`src/rtl/pdp8_dbreak.sv`:
```
// pdp8_dbreak: three-cycle data-break (DMA) engine for a PDP-8 style CPU.
//
// Handshake rules, shared by both word streams and by the memory port:
//   - Peripheral streams: a word moves on a rising clk edge where valid and
//     ready are both 1. Valid and data hold steady until that edge.
//   - Memory port: ram_read_req/ram_write_req stays high, with ram_ma and
//     ram_out steady, until ram_done is seen high at a rising clk edge.
//     Read data is captured on that edge. The request then drops for at
//     least one cycle. Read and write are never high together.
//
// Ports:
//   clk, reset               clock, asynchronous active-low reset
//   iot, state, mb,          CPU IOT bus: instruction in progress, major
//   io_select, io_data_in    state phase, instruction word, device code, AC
//   io_data_out/_avail       device-to-AC data and its valid flag
//   io_interrupt, io_skip    interrupt request, skip request
//   ram_*                    memory request/handshake, address and data
//   dev_in_*                 peripheral words going to memory (d->m)
//   dev_out_*                memory words going to the peripheral (m->d)
//   busy                     transfer active
//   o_dbg_state              current break-cycle FSM state (debug)
module pdp8_dbreak #(
  parameter logic [5:0]  DEV_BASE   = 6'o60,
  parameter logic [11:0] WC_ADDR    = 12'o7750,
  parameter int          FIFO_DEPTH = 4,
  parameter int          FIELD_W    = 3
) (
  input  logic                 clk,
  input  logic                 reset,
  input  logic                 iot,
  input  logic [3:0]           state,
  input  logic [11:0]          mb,
  input  logic [5:0]           io_select,
  input  logic [11:0]          io_data_in,
  output logic [11:0]          io_data_out,
  output logic                 io_data_avail,
  output logic                 io_interrupt,
  output logic                 io_skip,
  output logic                 ram_read_req,
  output logic                 ram_write_req,
  input  logic                 ram_done,
  output logic [11+FIELD_W:0]  ram_ma,
  input  logic [11:0]          ram_in,
  output logic [11:0]          ram_out,
  input  logic                 dev_in_valid,
  input  logic [11:0]          dev_in_data,
  output logic                 dev_in_ready,
  output logic                 dev_out_valid,
  output logic [11:0]          dev_out_data,
  input  logic                 dev_out_ready,
  output logic                 busy,
  output logic [2:0]           o_dbg_state
);

  localparam int AW = $clog2(FIFO_DEPTH);
  localparam logic [AW-1:0] PTR_ONE  = 1;
  localparam logic [AW:0]   CNT_ONE  = 1;
  localparam logic [AW:0]   CNT_FULL = (AW+1)'(FIFO_DEPTH);
  localparam logic [11:0]   CA_ADDR  = WC_ADDR + 12'd1;
  localparam logic [5:0]    DEV_1    = DEV_BASE + 6'd1;
  localparam logic [5:0]    DEV_2    = DEV_BASE + 6'd2;

  localparam logic [2:0] S_IDLE  = 3'd0;
  localparam logic [2:0] S_WC_RD = 3'd1;
  localparam logic [2:0] S_WC_WR = 3'd2;
  localparam logic [2:0] S_CA_RD = 3'd3;
  localparam logic [2:0] S_CA_WR = 3'd4;
  localparam logic [2:0] S_DATA  = 3'd5;
  localparam logic [2:0] S_CHECK = 3'd6;

  logic [3:0]          r_prev_state;
  logic                r_done, r_ie, r_err, r_dir, r_busy, r_abort, r_req;
  logic [FIELD_W-1:0]  r_field;
  logic [2:0]          r_state;
  logic [11:0]         r_wc, r_ca;
  logic [11:0]         r_fifo [FIFO_DEPTH];
  logic [AW-1:0]       r_wp, r_rp;
  logic [AW:0]         r_cnt;

  logic        w_fire, w_sel0, w_sel1, w_sel2, w_clr;
  logic [2:0]  w_op;
  logic        w_full, w_empty, w_ready, w_hs, w_data_hs, w_push, w_pop;
  logic [11:0] w_field_ext, w_status, w_fifo_head, w_push_data;
  logic [2:0]  w_next;
  logic        w_unused;

  // Opcode bits and the unused high AC bits are not needed by this device.
  assign w_unused = ^{mb[11:3], io_data_in};

  assign w_op   = mb[2:0];
  assign w_sel0 = (io_select == DEV_BASE);
  assign w_sel1 = (io_select == DEV_1);
  assign w_sel2 = (io_select == DEV_2);
  // One action per IOT: only the first cycle of phase 1 counts.
  assign w_fire = iot && (state == 4'h1) && (r_prev_state != 4'h1);
  assign w_clr  = w_fire && w_sel0 && (w_op == 3'd1);

  assign w_full      = (r_cnt == CNT_FULL);
  assign w_empty     = (r_cnt == '0);
  assign w_fifo_head = r_fifo[r_rp];
  // Data side can make progress: d->m needs a word, m->d needs space.
  assign w_ready     = r_dir ? !w_full : !w_empty;

  assign w_hs      = r_req && ram_done;
  assign w_data_hs = (r_state == S_DATA) && w_hs && !r_abort && !w_clr;

  assign dev_in_ready  = r_busy && !r_abort && !r_dir && !w_full;
  assign dev_out_valid = r_dir && !w_empty;
  assign dev_out_data  = dev_out_valid ? w_fifo_head : 12'd0;

  assign w_push      = r_dir ? w_data_hs : (dev_in_valid && dev_in_ready);
  assign w_pop       = r_dir ? (dev_out_valid && dev_out_ready) : w_data_hs;
  assign w_push_data = r_dir ? ram_in : dev_in_data;

  assign w_field_ext = 12'(r_field);
  assign w_status    = {r_done, r_busy, r_err, 4'b0000, r_ie, r_dir, w_field_ext[2:0]};

  assign busy         = r_busy;
  assign io_interrupt = r_ie && (r_done || r_err);
  assign o_dbg_state  = r_state;

  always_comb begin
    io_data_out   = 12'd0;
    io_data_avail = 1'b0;
    io_skip       = 1'b0;
    if (iot && w_sel1 && (w_op == 3'd1)) io_skip = r_done;
    if (iot && w_sel1 && (w_op == 3'd2)) begin
      io_data_out   = w_status;
      io_data_avail = 1'b1;
    end
    if (iot && w_sel2 && (w_op == 3'd2)) begin
      io_data_out   = w_field_ext << 3;
      io_data_avail = 1'b1;
    end
  end

  always_comb begin
    ram_ma        = '0;
    ram_out       = 12'd0;
    ram_read_req  = 1'b0;
    ram_write_req = 1'b0;
    w_next        = S_IDLE;
    case (r_state)
      S_WC_RD: begin
        ram_ma       = {{FIELD_W{1'b0}}, WC_ADDR};
        ram_read_req = r_req;
        w_next       = S_WC_WR;
      end
      S_WC_WR: begin
        ram_ma        = {{FIELD_W{1'b0}}, WC_ADDR};
        ram_out       = r_wc;
        ram_write_req = r_req;
        w_next        = S_CA_RD;
      end
      S_CA_RD: begin
        ram_ma       = {{FIELD_W{1'b0}}, CA_ADDR};
        ram_read_req = r_req;
        w_next       = S_CA_WR;
      end
      S_CA_WR: begin
        ram_ma        = {{FIELD_W{1'b0}}, CA_ADDR};
        ram_out       = r_ca;
        ram_write_req = r_req;
        w_next        = S_DATA;
      end
      S_DATA: begin
        // r_ca already holds the incremented CA: this is the target word.
        ram_ma        = {r_field, r_ca};
        ram_out       = r_dir ? 12'd0 : w_fifo_head;
        ram_read_req  = r_req && r_dir;
        ram_write_req = r_req && !r_dir;
        w_next        = S_CHECK;
      end
      default: ;
    endcase
  end

  always_ff @(posedge clk or negedge reset) begin
    if (!reset) begin
      r_prev_state <= 4'h0;
      r_done       <= 1'b0;
      r_ie         <= 1'b0;
      r_err        <= 1'b0;
      r_dir        <= 1'b0;
      r_busy       <= 1'b0;
      r_abort      <= 1'b0;
      r_req        <= 1'b0;
      r_field      <= '0;
      r_state      <= S_IDLE;
      r_wc         <= 12'd0;
      r_ca         <= 12'd0;
    end else begin
      r_prev_state <= state;

      if (w_fire && w_sel0) begin
        if (w_op == 3'd1) begin
          r_done <= 1'b0;
          r_err  <= 1'b0;
        end else if ((w_op == 3'd3) || (w_op == 3'd5)) begin
          if (r_busy) begin
            r_err <= 1'b1;
          end else begin
            r_busy <= 1'b1;
            r_dir  <= w_op[2];
            r_done <= 1'b0;
          end
        end
      end
      if (w_fire && w_sel1 && (w_op == 3'd4)) begin
        r_done <= 1'b0;
        r_err  <= 1'b0;
      end
      if (w_fire && w_sel2 && (w_op == 3'd1)) r_field <= io_data_in[FIELD_W+2:3];
      if (w_fire && w_sel2 && (w_op == 3'd4)) r_ie <= io_data_in[0];

      // Abort never cuts a memory handshake short: if a request is
      // outstanding, wait for its ram_done before returning to IDLE.
      if (w_clr && r_busy) begin
        if (!r_req || ram_done) begin
          r_state <= S_IDLE;
          r_req   <= 1'b0;
          r_busy  <= 1'b0;
          r_abort <= 1'b0;
        end else begin
          r_abort <= 1'b1;
        end
      end else if (r_abort) begin
        if (ram_done) begin
          r_state <= S_IDLE;
          r_req   <= 1'b0;
          r_busy  <= 1'b0;
          r_abort <= 1'b0;
        end
      end else begin
        case (r_state)
          S_IDLE: if (r_busy && w_ready) r_state <= S_WC_RD;
          S_WC_RD, S_WC_WR, S_CA_RD, S_CA_WR, S_DATA: begin
            // Entering a memory state leaves req low for one cycle, which
            // gives the mandatory gap between consecutive accesses.
            if (!r_req) begin
              r_req <= 1'b1;
            end else if (ram_done) begin
              r_req   <= 1'b0;
              r_state <= w_next;
              if (r_state == S_WC_RD) r_wc <= ram_in + 12'd1;
              if (r_state == S_CA_RD) r_ca <= ram_in + 12'd1;
            end
          end
          S_CHECK: begin
            if (r_wc == 12'd0) begin
              r_busy  <= 1'b0;
              r_done  <= 1'b1;
              r_state <= S_IDLE;
            end else if (w_ready) begin
              r_state <= S_WC_RD;
            end else begin
              r_state <= S_IDLE;
            end
          end
          default: r_state <= S_IDLE;
        endcase
      end
    end
  end

  // FIFO pointers/count; clear wins over any push or pop in the same cycle.
  always_ff @(posedge clk or negedge reset) begin
    if (!reset) begin
      r_wp  <= '0;
      r_rp  <= '0;
      r_cnt <= '0;
    end else if (w_clr) begin
      r_wp  <= '0;
      r_rp  <= '0;
      r_cnt <= '0;
    end else begin
      if (w_push) r_wp <= r_wp + PTR_ONE;
      if (w_pop)  r_rp <= r_rp + PTR_ONE;
      if (w_push && !w_pop)      r_cnt <= r_cnt + CNT_ONE;
      else if (w_pop && !w_push) r_cnt <= r_cnt - CNT_ONE;
    end
  end

  always_ff @(posedge clk) begin
    if (w_push && !w_clr) r_fifo[r_wp] <= w_push_data;
  end

endmodule
```
`config.mk`:
```
export PLATFORM = sky130hd
export DESIGN_NAME = pdp8_dbreak
export DESIGN_NICKNAME = d
export VERILOG_FILES = /design/src/rtl/pdp8_dbreak.sv
export SDC_FILE = /design/constraint.sdc
export NUM_CORES = 1
export LEC_CHECK = 0
export BUFFER_PORTS_ARGS = -buffer_cell sky130_fd_sc_hd__clkbuf_2
export CAP_MARGIN = 25
export CORE_ASPECT_RATIO = 1.75
export CORE_MARGIN = 1.5
export CORE_UTILIZATION = 55
export DETAILED_ROUTE_END_ITERATION = 7
export HOLD_SLACK_MARGIN = 0.15
export PLACE_DENSITY = 0.82
export SLEW_MARGIN = 20
export SYNTH_ARGS = -nofsm -noshare
export SYNTH_HDL_FRONTEND = slang
export SYNTH_SLANG_ARGS = --single-unit
```
`constraint.sdc`:
```
create_clock -name clk -period 6.05 [get_ports clk]
set_clock_uncertainty 0.2 [all_clocks]
set_input_delay 1.21 -clock clk [delete_from_list [all_inputs] [get_ports clk]]
set_output_delay 1.21 -clock clk [all_outputs]
set_load 0.01 [all_outputs]
```
== After elaboration in Yosys (flattened, before gate mapping) ==
Memories as Yosys holds them, arrays and structs flattened.
Cells that the tools add are included.
Storage, ports and cells
  register bits after elaboration: 48
  bits in writable memories: 48
  input bits: 64
  output and inout port bits: 62
  logic and storage cells: 179
  memories: 1
Memory list
  r_fifo: depth 4, bits a word 12, read ports 1, clocked after Yosys merged registers in 0, wr ports 1, line 76  | logic [11:0] r_fifo [FIFO_DEPTH];
Operators by class
  add/sub/neg operators: 5
  equality and inequality tests: 22
  mux-type cells: 68
  bitwise gates (word level): 4
  reductions and logical operators: 64
Operators by type and width (number)
  12-bit two-way mux: 5
  15-bit one-hot mux with 3 select lines: 1
  1-bit two-way mux: 43
  12-bit one-hot mux with 3 select lines: 1
  1-bit logical AND: 32
  3-bit two-way mux: 10
  3-bit == test (second input constant): 6
  6-bit == test (second input constant): 3
  3-bit one-hot mux with 5 select lines: 1
  12-bit by 1-bit adder with 12-bit output (second input constant): 1
  3-bit by 2-bit == test with 1-bit output (second input constant): 4
  12-bit zero test: 1
  4-bit inequality test (second input constant): 3
  6-bit AND reduction: 2
  3-bit nonzero test: 4
  3-bit one-hot mux with 3 select lines: 1
  1-bit zero test: 8
  2-bit two-way mux: 4
  2-bit OR reduction: 4
  3-bit by 1-bit == test with 1-bit output (second input constant): 2
  3-bit zero test: 2
  3-bit AND reduction: 2
  2-bit nonzero test: 3
  5-bit AND reduction: 1
  other kinds (12): 19

== Depth between registers and ports, before layout ==
  depth after elaboration: 13
  mapped depth: 12
  gate-level depth less buffers: 10

== Least setup slack after synthesis ==
No wires, ideal clock.
  path type: input-to-output
  start point: input port io_select[2]
  end point: output port io_data_out[3]
  arrival time: 2280 ps
  required time: 4640 ps
  path slack: 2360 ps
  cell stages on the path: 5
  path buffers: 0
  cell sequence: nand4bb_1 > nor2_1 > and3_1 > and4bb_2 > a22o_1
On the way
  word-level cells in the longest chain between the ends: 5
  elaborated cells between the ends (all ways): 8
  classes of those cells: 2 x eq/ne; 2 x mux; 4 x reduce/logical
Ends and longest elaborated chain
  start: declaration: line 33  | input logic [5:0] io_select,
  6-bit == test: line 92  | assign w_sel1 = (io_select == DEV_1);
  1-bit logical AND (2 in series): line 127  | if (iot && w_sel1 && (w_op == 3'd2)) begin
  12-bit two-way mux: line 127
  12-bit two-way mux *: line 131  | if (iot && w_sel2 && (w_op == 3'd2)) begin
  end: declaration: line 35  | output logic [11:0] io_data_out,
Every way passes the cells marked *; elsewhere a longest branch is shown, timed or not.

== Worst setup path after layout ==
Same ends and word-level chain as after synthesis.

==> flow_results.xml <==
<?xml version="1.0" encoding="UTF-8"?>
<metrics>
  <group name="finish">
    <metric name="multi_input_area" unit="um2">2200</metric>
    <metric name="n_antenna_cell" unit="">0</metric>
    <metric name="combined_flip_flop_and_latch_cell_area" unit="um2">2640</metric>
    <metric name="fin_util" unit="">0.661</metric>
    <metric name="final_cell_area" unit="um2">5930</metric>
    <metric name="area.growth.synth_to_final" unit="%">17.6</metric>
    <metric name="final.fill_count" unit="">712</metric>
    <metric name="final_nets" unit="">601</metric>
    <metric name="share_of_layout_cells_above_drive_strength_1" unit="">0.319</metric>
    <metric name="layoutNonFillerInstCount" unit="">656</metric>
  </group>
  <group name="detailed_routing">
    <metric name="drt_wl_total" unit="um">12600</metric>
    <metric name="remaining_drc_errors" unit="">0</metric>
    <metric name="via_count" unit="">3952</metric>
    <metric name="avgViaCountPerCell" unit="">6.02</metric>
    <metric name="post_drt_wl_per_cell" unit="um">19.3</metric>
    <metric name="drc_marker_count_from_the_first_detailed_route_iteration" unit="">355</metric>
    <metric name="firstDrtPassIters" unit="">8</metric>
    <metric name="ant_nets" unit="">0</metric>
  </group>
  <group name="worst_setup_path">
    <metric name="reg2regPathDepth" unit="">10</metric>
    <metric name="critical_path_endpoint_category" unit="">primary output</metric>
    <metric name="reg2reg_slack" unit="ns">2.71</metric>
    <metric name="required" unit="ns">4.64</metric>
    <metric name="path_class" unit="">in -&gt; out</metric>
    <metric name="rr_endpoint" unit="">r_cnt[2]</metric>
    <metric name="critPathLaunchType" unit="">input pin</metric>
    <metric name="r2r_start" unit="">o_dbg_state[2]</metric>
    <metric name="worstPathArrival" unit="ns">2.60</metric>
    <metric name="startpoint" unit="">io_select[2]</metric>
    <metric name="timing.critical_path.fanout_max" unit="">9</metric>
  </group>
  <group name="sta">
    <metric name="slew_violations" unit="">0</metric>
    <metric name="fmax" unit="GHz">0.249</metric>
    <metric name="setup-tns-final" unit="ns">0</metric>
    <metric name="slew_headroom" unit="">0.356</metric>
    <metric name="post-route-min-period" unit="ns">4.01</metric>
    <metric name="hold_viol_final" unit="">0</metric>
    <metric name="part_of_the_cycle_the_worst_path_needs" unit="">0.663</metric>
    <metric name="rsz0062_at_grt" unit="">no</metric>
    <metric name="setup_viol" unit="">0</metric>
    <metric name="worstMarginPinSlew" unit="ns">0.963</metric>
  </group>
  <group name="grt">
    <metric name="via_count_of_the_first_global_routing_pass" unit="">3930</metric>
    <metric name="grt_util_met2" unit="">0.487</metric>
    <metric name="grt_first_pass_wirelength" unit="um">19200</metric>
    <metric name="gr_util_met3" unit="">0.0448</metric>
    <metric name="grt.met1_usage" unit="">0.289</metric>
    <metric name="globalRouteOverflowTotal" unit="">0</metric>
    <metric name="grt_antenna_before_repair" unit="">0</metric>
    <metric name="grt_max_degree" unit="">49</metric>
    <metric name="grt_total_usage" unit="">0.270</metric>
    <metric name="global_route.peak_usage_layer" unit="">met2</metric>
  </group>
  <group name="synthesis">
    <metric name="muxShareOfSynthArea" unit="">0.103</metric>
    <metric name="synth.avg_cell_area" unit="um2">11.5</metric>
    <metric name="yosys_warnings" unit="">0</metric>
    <metric name="synth.area.top_cells" unit="">sky130_fd_sc_hd__edfxtp_1 29%, sky130_fd_sc_hd__dfrtp_1 24%, sky130_fd_sc_hd__mux4_2 5.4%, sky130_fd_sc_hd__mux2_2 4.0%, sky130_fd_sc_hd__o21ai_0 4.0%</metric>
    <metric name="dominant_combinational_cell_family_by_area_after_synthesis" unit="">simple AND/OR/NAND/NOR gates</metric>
    <metric name="ys_types" unit="">67</metric>
    <metric name="yosysTopAreaCellShare" unit="">0.286</metric>
    <metric name="synth_async_sr_flop_share" unit="">0.500</metric>
    <metric name="synth_compound_area_frac" unit="">0.119</metric>
    <metric name="ys_top_cells_by_count" unit="">48 x sky130_fd_sc_hd__dfrtp_1, 48 x sky130_fd_sc_hd__edfxtp_1, 40 x sky130_fd_sc_hd__o21ai_0, 39 x sky130_fd_sc_hd__nand2_1, 21 x sky130_fd_sc_hd__inv_1</metric>
    <metric name="ys_seq_area_frac" unit="">0.524</metric>
    <metric name="yosys.area_share.xor_xnor" unit="">0.0275</metric>
    <metric name="synth_enable_flop_cells" unit="">48</metric>
    <metric name="synth_area" unit="um2">5050</metric>
    <metric name="syn_inst" unit="">437</metric>
    <metric name="synth_flop_cell" unit="">sky130_fd_sc_hd__edfxtp_1</metric>
    <metric name="synth-adder-area-share" unit="">0.0164</metric>
    <metric name="netlist.top_cell.by_area" unit="">sky130_fd_sc_hd__edfxtp_1</metric>
    <metric name="synth_seq_cells" unit="">96</metric>
    <metric name="synth-simple-area-share" unit="">0.167</metric>
  </group>
  <group name="min_path">
    <metric name="timing.hold.worst_endpoint" unit="">r_err</metric>
    <metric name="min_path_cells" unit="">1</metric>
    <metric name="worst_min_path_start" unit="">r_err</metric>
    <metric name="type_of_the_tightest_min_delay_check" unit="">reg -&gt; reg</metric>
  </group>
  <group name="power">
    <metric name="total_switching_power" unit="W">0.000870</metric>
    <metric name="vdd.ir_drop.worst" unit="uV">248</metric>
    <metric name="final_total_pwr" unit="W">0.00237</metric>
    <metric name="clock_power_share" unit="">0.259</metric>
    <metric name="sequentialPowerShare" unit="">0.411</metric>
    <metric name="cellLeakagePower" unit="nW">2.64</metric>
    <metric name="sw_frac_of_total" unit="">0.367</metric>
    <metric name="power.internal" unit="W">0.00150</metric>
    <metric name="cellPowerDensity" unit="nW/um2">399</metric>
    <metric name="pwr-share-comb" unit="">0.330</metric>
  </group>
  <group name="placed_design">
    <metric name="dp_area" unit="um2">5610</metric>
    <metric name="post-place-cells" unit="">640</metric>
    <metric name="io_buffer_count" unit="">105</metric>
    <metric name="weighted_congestion_at_the_end_of_routability_driven_global_placement" unit="">0.874</metric>
    <metric name="post-dp-hpwl" unit="um">9260</metric>
  </group>
  <group name="floorplan">
    <metric name="design.die.area" unit="um2">9780</metric>
    <metric name="top_level_ports" unit="">126</metric>
    <metric name="fp.coreArea" unit="um2">8980</metric>
    <metric name="floorplan.die.width" unit="um">75.4</metric>
    <metric name="die_h" unit="um">130</metric>
    <metric name="row_count" unit="">46</metric>
    <metric name="initial_core_util" unit="">0.562</metric>
  </group>
  <group name="clock_network">
    <metric name="cts.sink_count" unit="">96</metric>
    <metric name="worst_setup_hold_path_clk_slew" unit="ns">0.06</metric>
    <metric name="cts_hold_repair.buffers" unit="">0</metric>
    <metric name="clock_tree.root_cell" unit="">sky130_fd_sc_hd__clkbuf_16</metric>
    <metric name="clk-insertion-delay-late" unit="ns">0.35</metric>
    <metric name="post_cts_resize_count" unit="">0</metric>
    <metric name="cts-root-to-sink-buffers" unit="">2</metric>
    <metric name="cts-htree-levels" unit="">3</metric>
    <metric name="cts_setup_buffers" unit="">0</metric>
    <metric name="tritoncts" unit="">built</metric>
    <metric name="cts_buffers" unit="">9</metric>
  </group>
  <group name="run_status">
    <metric name="outcome" unit="">finished clean</metric>
  </group>
  <group name="job">
    <metric name="maxCapViolCount" unit="">0</metric>
  </group>
</metrics>
[power groups by stage]
stage                     sequential [W]  clock (W)  combinational, W
after detailed placement        0.000983          0          0.000768
after global routing            0.000988   0.000640          0.000864
after CTS                       0.000969   0.000617          0.000777
after global placement          0.000975          0          0.000749
final                           0.000975   0.000614          0.000781
after floorplan                 0.000868          0          0.000604
[worst max-delay path, cell delays in order]
cell and delay [ns]:
sky130_fd_sc_hd__clkbuf_2 0.08, sky130_fd_sc_hd__nand4bb_1 0.31, sky130_fd_sc_hd__nor2_1 0.21, sky130_fd_sc_hd__and3_1 0.19, sky130_fd_sc_hd__and4bb_2 0.32, sky130_fd_sc_hd__a22o_1 0.16, sky130_fd_sc_hd__clkbuf_2 0.12
[per-layer routing]
layer | vias up | wire, um
met5 | - | 0
met4 | 0 | 502
met3 | 35 | 477
met2 | 150 | 7130
met1 | 1959 | 4520
li1 | 1808 | -
[worst max path at each step]
stage,end,slack (ns),cells past startpoint
after global routing,io_data_out[11],1.89,7
after detailed placement,io_data_out[3],2.05,7
after floorplan,io_data_out[3],2.36,5
final,io_data_out[3],2.04,7
after CTS,io_data_out[3],2.05,7
after global placement,io_data_out[3],2.08,7
[registers in the layout, summed over array words and instances (netlist names)]
name,flops
r_abort,1
r_ca,12
r_field,3
r_cnt,3
r_rp,2
r_wp,2
busy,1
r_done,1
o_dbg_state,3
r_req,1
r_err,1
r_prev_state,4
r_dir,1
r_fifo,48
r_wc,12
r_ie,1
[logic make-up after synthesis]
family | count (synthesis)
and+or+nand+nor | 146
DFF | 96
AOI/OAI and AO/OA | 92
buffers and inverters | 47
muxes | 34
xor gates and xnor gates | 15
adders and majority gates | 6
other | 1
[cell type report]
cell class	instances	share of cell area
Tap cell	120	0.0253
Timing Repair Buffer	107	0.0911
Sequential cell	96	0.445
Clock inverter	6	0.0158
Clock buffer	10	0.0386
Inverter	21	0.0133
Multi-Input combinational cell	296	0.370
[placed cells by master (no fill, tap or decap), types with 3 or more instances in the layout]
master                      instances
sky130_fd_sc_hd__mux4_2            12
sky130_fd_sc_hd__ha_1               5
sky130_fd_sc_hd__dfrtp_1           48
sky130_fd_sc_hd__nand3_1           10
sky130_fd_sc_hd__and2_1            20
sky130_fd_sc_hd__inv_1             21
sky130_fd_sc_hd__o21a_1             5
sky130_fd_sc_hd__clkbuf_16          9
sky130_fd_sc_hd__nor3_1             4
sky130_fd_sc_hd__clkbuf_2         105
sky130_fd_sc_hd__nand3b_1           3
sky130_fd_sc_hd__xor2_1            11
sky130_fd_sc_hd__mux2i_1            3
sky130_fd_sc_hd__xnor2_1            3
sky130_fd_sc_hd__a222oi_1          12
sky130_fd_sc_hd__nand4_1            6
sky130_fd_sc_hd__mux2_2            18
sky130_fd_sc_hd__nand2_1           39
sky130_fd_sc_hd__nor2_1            17
sky130_fd_sc_hd__conb_1             3
sky130_fd_sc_hd__nor4_1             5
sky130_fd_sc_hd__edfxtp_1          48
sky130_fd_sc_hd__a21oi_1           15
sky130_fd_sc_hd__and3_1            15
sky130_fd_sc_hd__nand2b_1           3
sky130_fd_sc_hd__o21ai_0           40
sky130_fd_sc_hd__clkinv_4           3
[through the flow]
step / setup slack, ns / hold WS [ns]
final: 2.04 / 0.317
after global routing: 1.89 / 0.346
after CTS: 2.05 / 0.318
after detailed placement: 2.05 / 0.304
after global placement: 2.08 / 0.281
after floorplan: 2.36 / 0.263
Note: power is estimated with default switching activity, not from simulation.
